`config.mk`:
```
export PLATFORM = sky130hd
export DESIGN_NAME = lfsr_gen
export DESIGN_NICKNAME = d
export VERILOG_FILES = /design/src/rtl/lfsr_gen.sv
export SDC_FILE = /design/constraint.sdc
export NUM_CORES = 1
export LEC_CHECK = 0
export CAP_MARGIN = 30
export CORE_MARGIN = 2
export CORE_UTILIZATION = 40
export DETAILED_ROUTE_END_ITERATION = 7
export GPL_TIMING_DRIVEN = 0
export SKIP_CTS_REPAIR_TIMING = 1
export SLEW_MARGIN = 20
export SYNTH_ARGS = -nofsm -noshare
export SYNTH_HDL_FRONTEND = slang
export SYNTH_SLANG_ARGS = --single-unit
```
`constraint.sdc`:
```
create_clock -name clk -period 1.59 [get_ports clk]
set_input_delay 0.3975 -clock clk [delete_from_list [all_inputs] [get_ports clk]]
set_output_delay 0.3975 -clock clk [all_outputs]
set_load 0.02 [all_outputs]
```
`src/rtl/lfsr_gen.sv`:
```
// Parameterised Fibonacci/Galois LFSR with a serial (MSB-first) seed loader
// and a valid/ready output register.
module lfsr_gen #(
  parameter int               WIDTH        = 8,
  parameter logic [WIDTH-1:0] TAPS         = 8'hB8,
  parameter int               MODE         = 0,
  parameter logic [WIDTH-1:0] DEFAULT_SEED = 8'h01
) (
  input  logic             clk,
  input  logic             rst,
  input  logic [WIDTH-1:0] i_seed,
  input  logic             i_load,
  input  logic             i_en,
  input  logic             i_ready,
  output logic [WIDTH-1:0] o_rand,
  output logic             o_valid,
  output logic             o_busy,
  output logic             o_wrap,
  output logic             o_dbg_state
);

  localparam int CW = $clog2(WIDTH + 1);

  typedef enum logic {
    ST_RUN  = 1'b0,
    ST_LOAD = 1'b1
  } state_t;

  state_t           state_q, state_d;
  logic [WIDTH-1:0] lfsr_q, lfsr_d;
  logic [WIDTH-1:0] seed_q, seed_d;
  logic [WIDTH-1:0] latch_q, latch_d;
  logic [CW-1:0]    cnt_q, cnt_d;
  logic [WIDTH-1:0] rand_q, rand_d;
  logic             valid_q, valid_d;
  logic             wrap_q, wrap_d;

  logic [WIDTH-1:0] next_val;
  logic [WIDTH-1:0] latch_shift;
  logic             load_bit;
  logic             step;

  always_comb begin
    next_val = '0;
    if (MODE == 0) begin
      next_val = {lfsr_q[WIDTH-2:0], ^(lfsr_q & TAPS)};
    end else begin
      next_val = {1'b0, lfsr_q[WIDTH-1:1]} ^ ({WIDTH{lfsr_q[0]}} & TAPS);
    end
  end

  // Load cycle k shifts in latch bit WIDTH-1-k, so the seed enters MSB first.
  always_comb begin
    latch_shift = latch_q >> (CW'(WIDTH - 1) - cnt_q);
    load_bit    = latch_shift[0];
  end

  // Handshake: o_rand is offered while o_valid=1 and consumed on a cycle with
  // i_ready=1; a new value may replace it only when the slot is empty or
  // being consumed, and o_rand/o_valid hold while o_valid=1 and i_ready=0.
  assign step = (state_q == ST_RUN) && !i_load && i_en && (!valid_q || i_ready);

  always_comb begin
    state_d = state_q;
    lfsr_d  = lfsr_q;
    seed_d  = seed_q;
    latch_d = latch_q;
    cnt_d   = cnt_q;
    rand_d  = rand_q;
    valid_d = valid_q;
    wrap_d  = 1'b0;
    case (state_q)
      ST_RUN: begin
        if (i_load) begin
          state_d = ST_LOAD;
          latch_d = i_seed;
          valid_d = 1'b0;
          cnt_d   = '0;
        end else if (step) begin
          lfsr_d  = next_val;
          rand_d  = next_val;
          valid_d = 1'b1;
          wrap_d  = (next_val == seed_q);
        end else if (valid_q && i_ready) begin
          valid_d = 1'b0;
        end
      end
      ST_LOAD: begin
        lfsr_d  = {lfsr_q[WIDTH-2:0], load_bit};
        cnt_d   = cnt_q + 1'b1;
        valid_d = 1'b0;
        if (cnt_q == CW'(WIDTH - 1)) begin
          state_d = ST_RUN;
          cnt_d   = '0;
          // An all-zero seed would lock the register up.
          if (latch_q == '0) begin
            lfsr_d = DEFAULT_SEED;
            seed_d = DEFAULT_SEED;
          end else begin
            seed_d = latch_q;
          end
        end
      end
      default: state_d = ST_RUN;
    endcase
  end

  always_ff @(posedge clk or negedge rst) begin
    if (!rst) begin
      state_q <= ST_RUN;
      lfsr_q  <= DEFAULT_SEED;
      seed_q  <= DEFAULT_SEED;
      latch_q <= '0;
      cnt_q   <= '0;
      rand_q  <= '0;
      valid_q <= 1'b0;
      wrap_q  <= 1'b0;
    end else begin
      state_q <= state_d;
      lfsr_q  <= lfsr_d;
      seed_q  <= seed_d;
      latch_q <= latch_d;
      cnt_q   <= cnt_d;
      rand_q  <= rand_d;
      valid_q <= valid_d;
      wrap_q  <= wrap_d;
    end
  end

  assign o_rand      = rand_q;
  assign o_valid     = valid_q;
  assign o_wrap      = wrap_q;
  assign o_busy      = (state_q == ST_LOAD);
  assign o_dbg_state = state_q;

endmodule

```
# ---- Word level (Yosys, flattened, before mapping)
# Cells that the tools add are included.
dict set report word_totals {
  reg_bits 39
  latch_bits 0
  mem_bits_rw 0
  mem_bits_ro 0
  elab_cells 51
  mem_count 0
}
dict set report op_classes {
  addsub 2
  n_mul 0
  div_mod_pow 0
  order_cmp 0
  n_eq_ne 6
  n_shift 1
  n_mux 19
  n_bitwise 2
  reduce_logical 13
}
# op count
set op_table {}
lappend op_table {{two-way mux 8 bit} 5}
lappend op_table {{one-hot mux 8 bit (2 select lines)} 1}
lappend op_table {{== test 8 bit} 1}
lappend op_table {{zero test 8 bit} 1}
lappend op_table {{two-way mux 1 bit} 8}
lappend op_table {{two-way mux 4 bit} 2}
lappend op_table {{one-hot mux 4 bit (2 select lines)} 1}
lappend op_table {{XOR reduction 8 bit} 1}
lappend op_table {{>> shifter 8 x 4 -> 1 bit} 1}
lappend op_table {{inequality test 2 bit, second input constant} 3}
lappend op_table {{AND reduction 2 bit} 3}
lappend op_table {{adder 4 x 1 -> 4 bit, second input constant} 1}
lappend op_table {{== test 4 x 3 -> 1 bit, second input constant} 1}
lappend op_table {{logical AND 1 bit} 4}
lappend op_table {{inequality test 4 x 3 -> 1 bit, second input constant} 1}
lappend op_table {{one-hot mux 1 bit (2 select lines)} 2}
lappend op_table {{subtractor 3 x 4 -> 4 bit, first input constant} 1}
lappend op_table {{AND reduction 3 bit} 1}
lappend op_table {{zero test 1 bit} 2}
lappend op_table {{inverter 1 bit} 2}
lappend op_table {{logical OR 1 bit} 1}

# ---- Longest topological paths before layout
dict set report depth {
  depth_word 7
  ltp_mapped 6
  depth_no_buf 4
}

# ---- Least setup slack after synthesis
# OpenSTA, ideal clock, no wires.
dict set report synth_timing {
  kind {register to register}
  from {register state_q (netlist: o_busy)}
  to {register rand_q[2] (netlist: o_rand[2])}
  setup_ps 125
  t_arrival_ps 1451
  required_ps 1465
  path_slack_ps 14
  path_stages_with_launch 6
  path_buffers 2
  synth_period_minus_slack_ps 1576
  path_cell_list {dfrtp_1 -> buf_2 -> nor2_1 -> nand3_1 -> buf_2 -> mux2_2}
}
dict set report synth_between {
  elab_chain_cells 5
}
# element line
set synth_rtl {}
lappend synth_rtl {{start, declared} 29} ;# state_t state_q, state_d;
lappend synth_rtl {{start signal, assigned} 119} ;# state_q <= state_d;
lappend synth_rtl {{inverter 1 bit (no source line) *} --}
lappend synth_rtl {{logical AND 1 bit (3 in series)} 61} ;# assign step = (state_q == ST_RUN) && !i_load && i_en && (!valid_q || i_ready);
lappend synth_rtl {{AND reduction 3 bit (no source line) *} --}
lappend synth_rtl {{end signal, assigned} 124} ;# rand_q <= rand_d;
lappend synth_rtl {{end, declared} 34} ;# logic [WIDTH-1:0] rand_q, rand_d;
# Mark *: on every way between the ends. The rest lies on a longest branch, timed or not.
# A chain may end at the register's enable or synchronous reset.

# ---- Worst setup path after layout
dict set report layout_timing {
  from {input i_load}
  to {register lfsr_q[7]}
}
dict set report layout_between {
  elab_chain_cells 6
}
# element line
set layout_rtl {}
lappend layout_rtl {{start, declared} 12} ;# input logic i_load,
lappend layout_rtl {{zero test 1 bit} 61}
lappend layout_rtl {{logical AND 1 bit (3 in series)} 61}
lappend layout_rtl {{inequality test 2 bit (no source line)} --}
lappend layout_rtl {{AND reduction 2 bit (no source line) *} --}
lappend layout_rtl {{end signal, assigned} 120} ;# lfsr_q <= lfsr_d;
lappend layout_rtl {{end, declared} 30} ;# logic [WIDTH-1:0] lfsr_q, lfsr_d;
# Marked as above.

==> flow_summary.json <==
{
  "status": "finished, final reports clean",
  "cts_inserted_buffers": 5,
  "synth_ff_type": "dfrtp_1",
  "max_slew_margin_pct": 72.4,
  "end_kind": "register",
  "drc": 0,
  "final_common_cell": "dfrtp_1",
  "std_cell_rows": 24,
  "slew_viol_final": 0,
  "p_comb_share_pct": 43.6,
  "period_minus_slack_ns": 1.59,
  "antenna_found_initial": 0,
  "cp-start-kind": "primary input",
  "drt_iter0_markers": 115,
  "peakVddDrop_mv": 0.765,
  "via_count": 1189,
  "p_leak_nw": 1.12,
  "clock_path_buffers": 2,
  "die_area_um2": 4940,
  "max_cap_violations": 0,
  "clk_latency_ns": 0.29,
  "yosys_register_bits": 39,
  "swShare_pct": 36.3,
  "place_congestion": 0.771,
  "syn_inst": 148,
  "port_buffers": 24,
  "first_global_vias": 1286,
  "timing_worst_setup_path_type": "in -> reg",
  "core_um2": 4290,
  "p_int_w": 0.00290,
  "clk_pin_slew_ns": 0.07,
  "holdWs_ns": 0.484,
  "required_ns": 1.76,
  "crit_path_start": "i_load",
  "min_path_type": "reg -> reg",
  "hold_start": "seed_q[0]",
  "grt_max_degree": 29,
  "synth_area_leaders": "dfrtp_1 (53%), mux2_2 (9.0%), nand2_1 (6.6%), xnor2_1 (5.5%), a22o_1 (3.5%)",
  "hold_viol": 0,
  "tns_ns": 0,
  "h-tree-depth": 2,
  "multiInputGateArea_um2": 758,
  "yosys_warnings": 0,
  "yosysSeqAreaShare_pct": 55.7,
  "firstDrtPassIters": 6,
  "cp_max_fo": 8,
  "area_growth_pct": 28.3,
  "ant_nets": 0,
  "seq_power_share_pct": 40.7,
  "fillers": 385,
  "fin_nets": 196,
  "grt_usage_pct": 15.1,
  "period_share_pct": 99.9,
  "syn_area_um2": 1760,
  "cts_tree": "yes",
  "syn-num-nets": 162,
  "switching_power_w": 0.00165,
  "pwr_density_cell_nw_per_um2": 2020,
  "final_cell_mix": "dfrtp_1 (36), nand2_1 (31), mux2_2 (14), dlymetal6s2s_1 (12)",
  "max_freq_mhz": 630,
  "synth_edf_count": 0,
  "arrival_ns": 1.76,
  "totalWireLength_mm": 3.21,
  "grt_pass1_wl_mm": 5.85,
  "clockPowerShare_pct": 15.7,
  "synth_top_area_share_pct": 52.7,
  "place.detailed.hpwl_mm": 2.39,
  "regArea_um2": 980,
  "fin_skew_ns": 0.00494,
  "syn_avg_cell_area_um2": 11.9,
  "drive_above_1_share_pct": 24.0,
  "tightest_slew_ns": 0.414,
  "post_drt_wl_per_cell_um": 13.7,
  "initial_core_util_pct": 40.9,
  "final_area_um2": 2250,
  "yosysTopAreaCell": "dfrtp_1",
  "die_h_um": 70.3,
  "r2r-start": "latch_q[7]",
  "diodes": 0,
  "vias_per_cell": 5.06,
  "placed_area_um2": 2080,
  "cts_root_buffer": "clkbuf_8",
  "die_w_um": 70.3,
  "setup_viol": 0,
  "grt_overflow_total": 0,
  "ios": 25,
  "synth.distinct_cells": 31,
  "clock-sinks": 39,
  "ys_async_sr_fraction_pct": 100,
  "grt_setup_unrepaired": "yes"
}
[Yosys cell counts (all sizes together) (3+ instances only)]
cell   instances
mux2i          4
nand3          5
inv            3
o21ai          4
xnor2         11
nand2         31
buf            4
dfrtp         37
a22o           7
mux2          14
nor2           5
[path summary, 6_finish.rpt]
| check | end | slack [ns] | depth (start not counted) |
|---|---|---|---|
| worst min register to register | seed_q[0] | 0.48 | 2 |
| worst max register to register | lfsr_q[7] | 0.02 | 4 |
| worst max-delay path | lfsr_q[7] | 0.002 | 5 |
| max in group asynchronous | lfsr_q[0] | 0.54 | 3 |
| worst min-delay path | seed_q[0] | 0.48 | 2 |
| min in group asynchronous | cnt_q[1] | 0.54 | 2 |
[cell type report]
class / count / share of cell area [%]
Clock buffer: 8 / 4.44
Sequential cell: 39 / 43.5
Timing Repair Buffer: 27 / 13.4
Inverter: 3 / 0.499
Tap cell: 52 / 2.89
Multi-Input combinational cell: 100 / 33.6
Buffer: 6 / 1.66
[per-layer routing]
| layer | up-vias | wire, µm | track usage, % | part of all wire (%) |
|---|---|---|---|---|
| li1 | 587 | - | - | - |
| met2 | 22 | 1600 | 25.2 | 50 |
| met1 | 576 | 1450 | 18.6 | 45 |
| met5 | - | 0 | 0 | 0 |
| met3 | 4 | 130 | 4.47 | 4.0 |
| met4 | 0 | 32 | 5.13 | 1.0 |
[worst max-delay path, stage by stage]
cell and delay (ns):
clkdlybuf4s50_1 0.58, inv_1 0.15, a31oi_4 0.32, a31oi_4 0.11, a22o_1 0.20
[power by group through the flow]
stage	clock network (W)	registers, W	logic (W)
after CTS	0.000747	0.00186	0.00195
final	0.000715	0.00185	0.00198
after global placement	0	0.00186	0.00190
after floorplan	0	0.00191	0.00128
after detailed placement	0	0.00188	0.00195
after global routing	0.000803	0.00194	0.00219
[sequential cells by signal (all words and copies together), names as in the netlist]
signal and flops:
o_rand 8, cnt_q 4, o_valid 1, o_wrap 1, lfsr_q 8, seed_q 8
latch_q 8, o_busy 1
[stage by stage]
stage	worst slack (ns)	total power, W	cells	utilization, %
2_1_floorplan	0.0140	0.00319	148	-
3_3_place_gp	-0.759	0.00376	224	48.0
3_5_place_dp	-0.290	0.00383	225	48.4
4_1_cts	-0.292	0.00456	233	50.7
5_1_grt	-0.0499	0.00493	235	52.5
6_report	0.00238	0.00455	235	52.5
[kinds of logic (layout without fill, tap and decap cells)]
logic type / Yosys count / in the layout / synth area share, %
AOI/OAI and AO/OA: 18 / 18 / 9.26
buffers and inverters: 9 / 44 / 2.35
and+or+nand+nor: 51 / 51 / 14.0
adders and majority gates: 1 / 1 / 0.712
muxes: 19 / 19 / 12.5
xor gates and xnor gates: 11 / 11 / 5.48
DFF: 39 / 39 / 55.7
(Power assumes the default switching activity.)
